**src/rtl/loba_pkg.sv**
```systemverilog
// Shared types and helpers for the leading-one product accumulator.
// LOBA_TRUNC_COMP_EN selects midpoint compensation inside loba_term.
package loba_pkg;

  localparam int N_DEF = 16;
  localparam int K_DEF = 4;

  typedef enum logic [1:0] {IDLE, MUL, DONE} state_t;
  typedef enum logic [1:0] {HH, HL, LH, LL} term_t;

  // Shift that restores a K-bit segment whose leading one sits at position k.
  function automatic logic [7:0] seg_shift(input logic [7:0] k, input logic [7:0] k_seg);
    return (k >= k_seg - 8'd1) ? k - (k_seg - 8'd1) : 8'd0;
  endfunction

endpackage

```
**src/rtl/loba_term.sv**
```systemverilog
// One shifted partial product of two segments (combinational).
// LOBA_TRUNC_COMP_EN widens each segment to x<<1|1 with shift s-1 when s>0.
module loba_term
  import loba_pkg::*;
#(
  parameter int N  = N_DEF,
  parameter int K  = K_DEF,
  parameter int KW = $clog2(N)
) (
  input  logic [K-1:0]   i_xa,
  input  logic [K-1:0]   i_xb,
  input  logic [KW-1:0]  i_sa,
  input  logic [KW-1:0]  i_sb,
  output logic [2*N+1:0] o_term
);

`ifdef LOBA_TRUNC_COMP_EN
  localparam int MW = K + 1;
  logic [MW-1:0] w_va, w_vb;
  logic [KW-1:0] w_ea, w_eb;

  // The dropped bits are replaced by their midpoint, so the restored shift is one less.
  assign w_va = (i_sa != '0) ? {i_xa, 1'b1} : {1'b0, i_xa};
  assign w_vb = (i_sb != '0) ? {i_xb, 1'b1} : {1'b0, i_xb};
  assign w_ea = (i_sa != '0) ? i_sa - KW'(1) : '0;
  assign w_eb = (i_sb != '0) ? i_sb - KW'(1) : '0;
`else
  localparam int MW = K;
  logic [MW-1:0] w_va, w_vb;
  logic [KW-1:0] w_ea, w_eb;

  assign w_va = i_xa;
  assign w_vb = i_xb;
  assign w_ea = i_sa;
  assign w_eb = i_sb;
`endif

  logic [2*MW-1:0] w_prod;
  logic [KW:0]     w_sh;

  assign w_prod = {{MW{1'b0}}, w_va} * {{MW{1'b0}}, w_vb};
  assign w_sh   = {1'b0, w_ea} + {1'b0, w_eb};
  assign o_term = (2*N+2)'(w_prod) << w_sh;

endmodule

```
**src/rtl/loba_pp_accum.sv**
```systemverilog
// Approximate product of two leading-one split operands, four terms on one multiplier.
// LOBA_TRUNC_COMP_EN enables midpoint compensation of truncated segment bits.
module loba_pp_accum
  import loba_pkg::*;
#(
  parameter int N  = N_DEF,
  parameter int K  = K_DEF,
  parameter int KW = $clog2(N)
) (
  input  logic            clk,
  input  logic            rst,
  input  logic            in_valid,
  output logic            in_ready,
  input  logic [K-1:0]    a_xh,
  input  logic [K-1:0]    a_xl,
  input  logic [KW-1:0]   a_kh,
  input  logic [KW-1:0]   a_kl,
  input  logic            a_lv,
  input  logic [K-1:0]    b_xh,
  input  logic [K-1:0]    b_xl,
  input  logic [KW-1:0]   b_kh,
  input  logic [KW-1:0]   b_kl,
  input  logic            b_lv,
  output logic            out_valid,
  input  logic            out_ready,
  output logic [2*N-1:0]  p
);

  state_t          r_state, w_state_n;
  term_t           r_idx, w_idx_n;
  logic            w_has_next;
  logic            r_live;
  logic [2*N+1:0]  r_acc;

  logic [K-1:0]    r_a_xh, r_a_xl, r_b_xh, r_b_xl;
  logic [KW-1:0]   r_a_kh, r_a_kl, r_b_kh, r_b_kl;
  logic            r_a_lv, r_b_lv;

  logic [KW-1:0]   w_sah, w_sal, w_sbh, w_sbl;
  logic [K-1:0]    w_xa, w_xb;
  logic [KW-1:0]   w_sa, w_sb;
  logic [2*N+1:0]  w_term;
  logic            w_accept;

  assign w_sah = KW'(seg_shift(8'(r_a_kh), 8'(K)));
  assign w_sal = KW'(seg_shift(8'(r_a_kl), 8'(K)));
  assign w_sbh = KW'(seg_shift(8'(r_b_kh), 8'(K)));
  assign w_sbl = KW'(seg_shift(8'(r_b_kl), 8'(K)));

  always_comb begin
    w_xa = r_a_xh;
    w_xb = r_b_xh;
    w_sa = w_sah;
    w_sb = w_sbh;
    case (r_idx)
      HH: begin w_xa = r_a_xh; w_xb = r_b_xh; w_sa = w_sah; w_sb = w_sbh; end
      HL: begin w_xa = r_a_xh; w_xb = r_b_xl; w_sa = w_sah; w_sb = w_sbl; end
      LH: begin w_xa = r_a_xl; w_xb = r_b_xh; w_sa = w_sal; w_sb = w_sbh; end
      LL: begin w_xa = r_a_xl; w_xb = r_b_xl; w_sa = w_sal; w_sb = w_sbl; end
      default: ;
    endcase
  end

  loba_term #(.N(N), .K(K), .KW(KW)) u_term (
    .i_xa   (w_xa),
    .i_xb   (w_xb),
    .i_sa   (w_sa),
    .i_sb   (w_sb),
    .o_term (w_term)
  );

  // Skip straight to the next enabled term so disabled terms cost no cycle.
  always_comb begin
    w_has_next = 1'b0;
    w_idx_n    = r_idx;
    case (r_idx)
      HH: begin
        if (r_b_lv) begin
          w_has_next = 1'b1;
          w_idx_n    = HL;
        end else if (r_a_lv) begin
          w_has_next = 1'b1;
          w_idx_n    = LH;
        end
      end
      HL: begin
        if (r_a_lv) begin
          w_has_next = 1'b1;
          w_idx_n    = LH;
        end
      end
      LH: begin
        if (r_b_lv) begin
          w_has_next = 1'b1;
          w_idx_n    = LL;
        end
      end
      default: ;
    endcase
  end

  assign in_ready  = r_live && (r_state == IDLE);
  assign out_valid = (r_state == DONE);
  assign w_accept  = in_valid && in_ready;
  assign p         = (r_acc[2*N+1:2*N] != 2'b00) ? {(2*N){1'b1}} : r_acc[2*N-1:0];

  always_comb begin
    w_state_n = r_state;
    case (r_state)
      IDLE:    if (w_accept) w_state_n = MUL;
      MUL:     if (!w_has_next) w_state_n = DONE;
      DONE:    if (out_ready) w_state_n = IDLE;
      default: w_state_n = IDLE;
    endcase
  end

  always_ff @(posedge clk or posedge rst) begin
    if (rst) begin
      r_state <= IDLE;
      r_idx   <= HH;
      r_acc   <= '0;
      r_live  <= 1'b0;
      r_a_xh  <= '0;
      r_a_xl  <= '0;
      r_a_kh  <= '0;
      r_a_kl  <= '0;
      r_a_lv  <= 1'b0;
      r_b_xh  <= '0;
      r_b_xl  <= '0;
      r_b_kh  <= '0;
      r_b_kl  <= '0;
      r_b_lv  <= 1'b0;
    end else begin
      r_live  <= 1'b1;
      r_state <= w_state_n;
      if (r_state == IDLE && w_accept) begin
        r_acc  <= '0;
        r_idx  <= HH;
        r_a_xh <= a_xh;
        r_a_xl <= a_xl;
        r_a_kh <= a_kh;
        r_a_kl <= a_kl;
        r_a_lv <= a_lv;
        r_b_xh <= b_xh;
        r_b_xl <= b_xl;
        r_b_kh <= b_kh;
        r_b_kl <= b_kl;
        r_b_lv <= b_lv;
      end else if (r_state == MUL) begin
        r_acc <= r_acc + w_term;
        if (w_has_next) r_idx <= w_idx_n;
      end
    end
  end

endmodule

```
**config.mk**
```make
export PLATFORM = sky130hd
export DESIGN_NAME = loba_pp_accum
export DESIGN_NICKNAME = d
export VERILOG_FILES = /design/src/rtl/loba_pkg.sv /design/src/rtl/loba_term.sv /design/src/rtl/loba_pp_accum.sv
export SDC_FILE = /design/constraint.sdc
export NUM_CORES = 1
export LEC_CHECK = 0
export CORE_MARGIN = 2
export CORE_UTILIZATION = 25
export CTS_BUF_LIST = sky130_fd_sc_hd__clkbuf_16
export DETAILED_ROUTE_END_ITERATION = 10
export GPL_TIMING_DRIVEN = 0
export PLACE_DENSITY_LB_ADDON = 0.25
export SYNTH_ARGS = -nofsm -noshare
export SYNTH_HDL_FRONTEND = slang
export SYNTH_SLANG_ARGS = --single-unit
```
**constraint.sdc**
```tcl
create_clock -name clk -period 7.38 [get_ports clk]
set_clock_uncertainty 0.2 [all_clocks]
set_input_delay 1.476 -clock clk [delete_from_list [all_inputs] [get_ports clk]]
set_output_delay 1.476 -clock clk [all_outputs]
set_load 0.05 [all_outputs]
```
* Yosys cells after proc, flatten, opt, wreduce, memory -nomap -nowiden
Index checks and enable logic that the tools add are counted.
Storage, ports and cells: bits in registers 73
Cells by class: $add $sub $neg 6, multiply operators 1, order comparisons 4, equality and inequality tests 9, shifts and indexed selects 1, multiplexer cells 26, reduce and logical (&&, ||, !) cells 15
Operator list (count):
- 34-bit two-way mux | 2
- 34-bit adder | 1
- 8-bit by 5-bit left shift with 34-bit output | 1
- 32-bit two-way mux | 1
- 4-bit one-hot mux with 2 select lines | 4
- 2-bit two-way mux | 9
- 4-bit by 2-bit greater-or-equal comparator with 1-bit output (second input constant) | 4
- 4-bit two-way mux | 4
- 4-bit by 2-bit subtractor with 4-bit output (second input constant) | 4
- 2-bit one-hot mux with 3 select lines | 2
- 4-bit by 4-bit multiplier with 8-bit output | 1
- 2-bit OR reduction | 4
- 2-bit equality test (second input constant) | 3
- 2-bit nonzero test | 3
- 4-bit by 4-bit adder with 5-bit output | 1
- 2-bit by 1-bit equality test with 1-bit output (second input constant) | 2
- 2-bit logical NOT | 2
- 2-bit inequality test (second input constant) | 2
- 4-bit AND reduction | 1
- 4-bit nonzero test | 1
- 1-bit logical AND | 3
- 1-bit two-way mux | 3
- 3-bit inequality test (second input constant) | 1
- 1-bit one-hot mux with 3 select lines | 1
- other kinds (2) | 2

* Depth between registers and ports, before layout
depth in word-level cells 8, mapped depth 28, gate-level depth less buffers 27

* Cells and area by module
Synthesis repeated with hierarchy kept, for this count alone.
Unflattened totals: cell total of the unflattened synthesis 760, area total of the unflattened synthesis 6513.7 um2
Modules (own cells, without submodules):
- loba_pp_accum | instances 1, cells each 573, area each 5236.3 um2
- loba_term | instances 1, cells each 187, area each 1277.5 um2

* Worst setup path after synthesis
OpenSTA, ideal clock, no wires.
path type register to register, start reg r_idx[0], end reg r_acc[33], arrival 6.592 ns, data required time 7.053 ns, path slack 0.460 ns, cell stages (with the launch flop) 29, path buffers 1, clock period less this slack 6.920 ns, path through dfrtp_1 inv_1 ha_1 nor2_1 buf_1 mux2i_1 or2_2 fa_1 inv_1 fa_1 inv_1 fa_1 nor2b_1 o21a_1 nor3_1 nor3b_1 mux2_2 nor3_1 a31oi_1 nor2_1 ha_1 and3_1 a221o_1 a221oi_2 o21ai_2 a311o_4 a311oi_4 mux2i_1 nand3b_1
On the way: longest elaborated chain between the ends 8
Ends and longest elaborated chain:
- from (decl) | line loba_pp_accum.sv:30 | term_t r_idx, w_idx_n;
- from (signal assigned) | line loba_pp_accum.sv:151 | if (w_has_next) r_idx <= w_idx_n;
- 2-bit equality test (tied with other cells) | line loba_pp_accum.sv:55 | case (r_idx)
- 2-bit OR reduction (no source line)
- 4-bit one-hot mux with 2 select lines | line loba_pp_accum.sv:55
- 4-bit by 4-bit multiplier with 8-bit output / 4-bit by 4-bit adder with 5-bit output (equally long branches) | line loba_term.sv:41, loba_term.sv:42
- 8-bit by 5-bit left shift with 34-bit output * | line loba_term.sv:43 | assign o_term = (2*N+2)'(w_prod) << w_sh;
- 34-bit adder * | line loba_pp_accum.sv:150 | r_acc <= r_acc + w_term;
- 34-bit two-way mux * | line loba_pp_accum.sv:149 | end else if (r_state == MUL) begin
- 34-bit two-way mux * | line loba_pp_accum.sv:136 | if (r_state == IDLE && w_accept) begin
- to (signal assigned) | line loba_pp_accum.sv:150
- to (decl) | line loba_pp_accum.sv:33 | logic [2*N+1:0] r_acc;
Every way passes the cells marked *; elsewhere a longest branch is shown, timed or not. The select of a mux whose other input is x is not followed. A chain may end at the register's enable or synchronous reset.

* Worst setup path in the final report
Ends and elaborated chain as after synthesis.

==> flow_summary.yaml <==
placed_design:
  placement.setup.worst_slack_ns: -0.920
  post-dp-hpwl_um: 15200
  gpl_wtd_cong: 0.885
  numPortBuffers: 71
global_routing:
  grt_pass1_vias: 6063
  track_usage: 0.152
  sum_of_overflow_across_all_layers_after_global_routing: 0
  antenna_violations_before_repair: 0
  grt_first_pass_wirelength_um: 32300
  grt_start_max_net_pins: 45
clock_tree:
  cts_inserted_buffers: 9
  cts_max_level: 3
  root_buffer: "sky130_fd_sc_hd__clkbuf_16"
  cts.clk_slew.worst_paths_ns: 0.07
  cts-hold-fix-buffers: 0
  clockBufferDepth: 2
  cts_tree: "yes"
  insertion_delay_of_the_later_clocked_pin_in_the_worst_skew_pair_ns: 0.36
  clock_sink_count: 73
synth:
  yosys.area.top_type: "sky130_fd_sc_hd__dfrtp_1"
  synth-compound-area-share: 0.219
  dominant_combinational_cell_family_by_area_after_synthesis: "simple AND/OR/NAND/NOR gates"
  primary_ff_master_synth: "sky130_fd_sc_hd__dfrtp_1"
  synth_fa_ha_area_frac: 0.130
  sequential_share_of_the_synthesized_area: 0.284
  yosys_top_cell_area_share: 0.284
  synthSimpleGateAreaFrac: 0.250
  synth_area_um2: 6430
  yosys-top-cells-area: "sky130_fd_sc_hd__dfrtp_1, sky130_fd_sc_hd__ha_1, sky130_fd_sc_hd__nand2_1, sky130_fd_sc_hd__or3_1, sky130_fd_sc_hd__nor2_1"
  postSynthRegisterBits: 73
  synth_async_sr_flop_share: 1.00
  post_synth_mux_area_share: 0.0370
  synth.net_count: 898
  synth.lib_cells_used.distinct: 72
  synthesis.area_per_instance_um2: 8.07
  synth_xor_area_frac: 0.0449
  yosys_warnings: 0
  edff_count_synth: 0
  cells_after_synth: 797
drt:
  drc_violations: 0
  topRoutingLayerUsed: "met4"
  vias_per_cell: 4.99
  met1Wirelength_um: 9810
  violation_count_after_the_first_detailed_routing_iteration: 383
  detail_route.wirelength_um: 19900
  wl_per_cell_um: 16.2
  met3_wirelength_um: 694
  detailroute.wirelength.met2_um: 9060
  dr_total_vias: 6119
  drt.antenna.violating_nets: 0
  drt-pass1-iter-count: 5
critical_path:
  timing.critical_path.from_type: "register"
  setup.worst_path.class: "reg -> reg"
  timing.critical_path.required_ns: 7.41
  worstSetupEndpointType: "register"
  critPathMaxFanout: 6
  worst_ep_arrival_time_ns: 7.10
cells_and_area:
  fraction_of_final_layout_cells_with_drive_strength_greater_than_1: 0.0961
  final_net_count: 991
  layout.cells.most_common: "sky130_fd_sc_hd__nand2_1"
  postLayoutCoreUtil: 0.325
  layout.cells.most_common_list: "sky130_fd_sc_hd__nand2_1, sky130_fd_sc_hd__clkdlybuf4s50_1, sky130_fd_sc_hd__dfrtp_1"
  area_growth_syn_to_layout_pct: 27.5
floorplanning:
  core_um2: 25300
  row_count: 58
  die_height_um: 164
  design.die.area_um2: 27000
  io-pin-count: 72
  die_w_um: 164
  floorplan.initialDensity: 0.255
sta:
  final_critical_path_setup_slack_ns: 0.307
  slew_violations: 0
  share_of_the_clock_period_used_by_the_worst_path: 0.958
  setup_viol: 0
  achievable-frequency_mhz: 141
  worst_tran_pin_value_ns: 0.904
  rel_slew_slack: 0.393
  setup-tns-final_ns: 0
  hold_viol_final: 0
  finalHoldWorstSlack_ns: 0.281
  layout_min_cycle_time_ns: 7.07
job:
  maxCapViolations: 0
min_path:
  hp-class: "reg -> reg"
run_status:
  outcome: "completed"
==> through the flow <==
stage / instances / area, um^2
after CTS: 1217 / 7950
final: 1226 / 8200
after global placement: 1198 / 7560
after floorplan: 797 / 6430
after global routing: 1225 / 8200
after detailed placement: 1199 / 7590
==> cell type report <==
| cell class | count | area (um^2) |
|---|---|---|
| diodes | 1 | 2.50 |
| flip-flops and latches | 73 | 1830 |
| repair buffers | 82 | 826 |
| clock buffers | 9 | 225 |
| plain buffers | 37 | 150 |
| clock inverters | 7 | 68.8 |
| inverters | 23 | 88.8 |
| multi-input cells | 664 | 4600 |
| well taps | 330 | 413 |
| fillers | 2694 | 17100 |
==> layer usage <==
layer	track usage	vias to the layer above
li1	-	3069
met1	0.215	2921
met2	0.238	107
met3	0.0241	22
met4	0.0451	0
met5	0	-
==> critical path: stages (launching register included) <==
cell and delay [ns]:
sky130_fd_sc_hd__dfrtp_2 0.45, sky130_fd_sc_hd__ha_2 0.24, sky130_fd_sc_hd__nor2_4 0.20, sky130_fd_sc_hd__buf_8 0.15
sky130_fd_sc_hd__mux2i_2 0.10, sky130_fd_sc_hd__or2_2 0.32, sky130_fd_sc_hd__fa_1 0.50, sky130_fd_sc_hd__inv_1 0.05
sky130_fd_sc_hd__fa_1 0.57, sky130_fd_sc_hd__inv_1 0.08, sky130_fd_sc_hd__fa_2 0.40, sky130_fd_sc_hd__nor2b_1 0.13
sky130_fd_sc_hd__o21a_1 0.16, sky130_fd_sc_hd__or3_1 0.13, sky130_fd_sc_hd__a31oi_2 0.13, sky130_fd_sc_hd__mux2_2 0.31
sky130_fd_sc_hd__o22a_1 0.23, sky130_fd_sc_hd__mux2_2 0.30, sky130_fd_sc_hd__nor2_4 0.14, sky130_fd_sc_hd__ha_4 0.23
sky130_fd_sc_hd__a21o_1 0.19, sky130_fd_sc_hd__a221o_1 0.34, sky130_fd_sc_hd__a221oi_2 0.26, sky130_fd_sc_hd__o21ai_2 0.12
sky130_fd_sc_hd__a311o_4 0.49, sky130_fd_sc_hd__a311oi_4 0.24, sky130_fd_sc_hd__mux2i_1 0.10, sky130_fd_sc_hd__nand3b_1 0.16
==> cells in the mapped netlist (17+ instances only) <==
master and instances:
sky130_fd_sc_hd__a21o_1 18, sky130_fd_sc_hd__a21oi_1 34, sky130_fd_sc_hd__clkbuf_1 32, sky130_fd_sc_hd__dfrtp_1 73, sky130_fd_sc_hd__ha_1 57, sky130_fd_sc_hd__inv_1 22
sky130_fd_sc_hd__mux2i_1 17, sky130_fd_sc_hd__nand2_1 131, sky130_fd_sc_hd__nand3_1 39, sky130_fd_sc_hd__nor2_1 57, sky130_fd_sc_hd__o21ai_0 31, sky130_fd_sc_hd__o21ai_1 24
sky130_fd_sc_hd__or3_1 37, sky130_fd_sc_hd__xnor2_1 18
==> flip-flops by register name, summed over array words and instances, names as in the netlist <==
register and cells:
r_acc 34, r_idx 2, r_a_kh 4, r_a_xh 4, r_a_kl 4, r_b_xh 4, r_a_xl 4, r_live 1
r_state 2, r_b_xl 4, r_a_lv 1, r_b_kh 4, r_b_lv 1, r_b_kl 4
==> what timing repair did <==
item	in CTS	in global routing
setup buffers	2	8
pin swaps	2	7
resized for setup	13	34
endpoints found under the setup margin	21	14
==> path summary, 6_finish.rpt <==
check / slack, ns / startpoint / cells after the start / end
max reg2reg: 0.31 / r_idx[0] / 27 / r_acc[33]
min in group asynchronous: 1.29 / rst / 2 / r_idx[1]
max in group asynchronous: 5.10 / rst / 3 / r_acc[19]
min: 0.28 / r_a_xl[3] / 2 / r_a_xl[3]
min reg2reg: 0.28 / r_a_xl[3] / 2 / r_a_xl[3]
max: 0.31 / r_idx[0] / 27 / r_acc[33]
==> kinds of logic (layout without fill, tap and decap cells) <==
logic type,count (synthesis),count (layout)
and+or+nand+nor,339,339
AOI/OAI and AO/OA,206,206
DFF,73,73
adders and majority gates,63,63
buffers and inverters,60,158
xor gates and xnor gates,33,33
muxes,22,22
other,1,2
Power is not shown: default switching activity piles up to over one toggle a cycle in this logic, so the estimate is an artifact.
==> RTL change (same settings) <==
Reset style: synchronous (`rst`), changed in one clocked block.
--- a/src/rtl/loba_pp_accum.sv
+++ b/src/rtl/loba_pp_accum.sv
@@ -114,7 +114,7 @@
     endcase
   end
 
-  always_ff @(posedge clk or posedge rst) begin
+  always_ff @(posedge clk) begin
     if (rst) begin
       r_state <= IDLE;
       r_idx   <= HH;
Check against the original RTL: differs if rst is asserted again (counterexample within 4 cycles, from zero or initial values and one cycle with rst high); with rst held inactive, the same outputs for 4 cycles.
==> RTL change against the unedited design <==
Sequential cell count unchanged. Design area fell by 0.96%. Maximum frequency rose by 0.87%. First-iteration DRC count down 12%. Setup slack improved by 0.061 ns. Highest routed layer unchanged. Routed wire length is 2.7% higher. Global-route usage up 0.44 points. Synthesized area is 1.9% lower. Hold slack worse by 0.021 ns.
Power is left out: it rests on default switching activity, and per cell area and clock period it moved more than threefold.
==> RTL change: results (changes against the unedited design) <==
- The largest fanout on the critical path is 7 (+1).
- The most frequently used cell type in the post-synthesis netlist is sky130_fd_sc_hd__nand2_1.
- The worst stage delay on the critical path is 0.56 ns.
- The CTS clock-pin slew for the worst setup and hold paths is 0.07 ns (about the same).
- The final hold violation count is 0 (unchanged).
- The first-pass GRT wire length is 32.6 mm (+1.2%).
- The total nets after synthesis is 983 (+9.5%).
- The clock buffer count from CTS is 9 (unchanged).
- The starting DRC count in detailed routing is 338 (-12%).
- The number of antenna violations at the first check in global routing was 0 (unchanged).
- The number of enable flip-flop cells after synthesis is 0 (unchanged).
- The maximum buffer depth of the clock tree was 2 (unchanged).
- The sequential-to-total area share from yosys stat is 0.232 (-0.0523).
- The worst hold path class is flop to flop.
- The detailed-route wire length came to 20.4 mm (+2.7%).
- The quantity of I/O buffers inserted on ports is 71 (unchanged).
- By area the synthesized netlist is led by sky130_fd_sc_hd__dfxtp_1 (23%), sky130_fd_sc_hd__ha_1 (12%), sky130_fd_sc_hd__nand2_1 (8.7%).
- The number of distinct library cell variants in the gate-level netlist after synthesis came to 58 (-19%).
- The share of final-layout standard cells stronger than drive strength 1 is 0.0872 (-0.00891).
- The cell type of the slowest stage on the worst timing path is sky130_fd_sc_hd__fa_1.
- The number of antenna diodes is 0 (-1).
- The detailed-router iteration count before antenna repair is 6 (+1).
- The total number of yosys warnings is 0 (unchanged).
- The H-tree depth is 3 (unchanged).
- r_acc holds more flip-flops than any other register.
- The arrival time reported for the critical path endpoint is 7.05 ns (-0.05 ns).
- In this run the clock root is driven by a sky130_fd_sc_hd__clkbuf_16.
- The proportion of synthesized flip-flops having asynchronous set or reset came to 0 (-1.00).
- The clock insertion delay at the later pin of the skew report is 0.36 ns (about the same).
- The minimum hold slack is 0.260 ns (-0.0210 ns).
- The per-cell via count in the routed design is 4.88 (-2.2%).
- In this design, the largest share of critical-path delay is due to adder cells.
- The total track usage is 0.156 (+0.00442).
- The half-perimeter wire length after detailed placement is 15.8 mm (+4.2%).
- For this run, the leading register cell type out of synthesis is sky130_fd_sc_hd__dfxtp_1.
- The number of global-route vias before repair is 6151 (+1.5%).
- The routability-driven placement congestion ratio is 0.928 (+4.9%).
- The pin count of the biggest net entering global routing was 14 (-69%).
- The smallest setup slack after layout is 0.368 ns (+0.0611 ns).
- The run finished with clean final reports.
- The number of nets in the layout is 1072 (+8.2%).
- After synthesis, the most frequently instantiated cells are sky130_fd_sc_hd__nand2_1 (146), sky130_fd_sc_hd__a21oi_1 (106), sky130_fd_sc_hd__nor2_1 (81).
- The setup slack after placement is -1.11 ns (-0.192 ns).
- The flip-flop count of the largest register, all copies and words added is 34 (unchanged).
- The worst slew margin relative to its limit is 0.345 (-0.0480).
==> RTL change: tightest hold or removal path, cell delays in order, from the launching register on <==
cell                      delay [ns]
sky130_fd_sc_hd__dfxtp_1        0.31
sky130_fd_sc_hd__nand2_1        0.05
sky130_fd_sc_hd__a21oi_1        0.05
==> RTL change: worst paths after layout <==
path / start / endpoint / cells after the start
max: r_idx[0] / r_acc[30] / 30
min: r_b_xh[0] / r_b_xh[0] / 2
max reg2reg: r_idx[0] / r_acc[30] / 30
min reg2reg: r_b_xh[0] / r_b_xh[0] / 2
==> RTL change: per-stage QoR <==
stage,cell area [um2],std cells,TNS (ns)
2_1_floorplan,6310,881,0
3_3_place_gp,7430,1282,-13.67
3_5_place_dp,7430,1282,-12.80
4_1_cts,7920,1303,0
5_1_grt,8120,1305,-0.0285
6_report,8120,1305,0
==> RTL change: what timing repair did <==
action / 4_1_cts / 5_1_grt
pin swaps: 3 / 10
setup endpoints to repair: 24 / 19
buffers inserted: 5 / 5
hold buffers: 0 / 0
resized for setup: 18 / 38
==> RTL change: per-layer routing <==
metal  global-route usage  vias up  wire length [um]
met1                0.212     2894              9950
met3               0.0278       20               883
met2                0.257      139              9240
met4               0.0394        0               316
li1                     -     3315                 -
met5                    0        -                 0
==> RTL change: kinds of logic after synthesis <==
family,share of synthesized area
and+or+nand+nor,0.278
AOI/OAI and AO/OA,0.229
buffers and inverters,0.0434
DFF,0.232
adders and majority gates,0.134
xor gates and xnor gates,0.0500
muxes,0.0341
==> RTL change: layout make-up <==
class | instances | area (um2)
fill | 2760 | 16800
multi-input combinational | 735 | 4810
sequential | 73 | 1470
timing repair buffer | 81 | 798
tap | 330 | 413
clock buffer | 9 | 225
buffer | 41 | 154
clock inverter | 7 | 141
inverter | 29 | 109
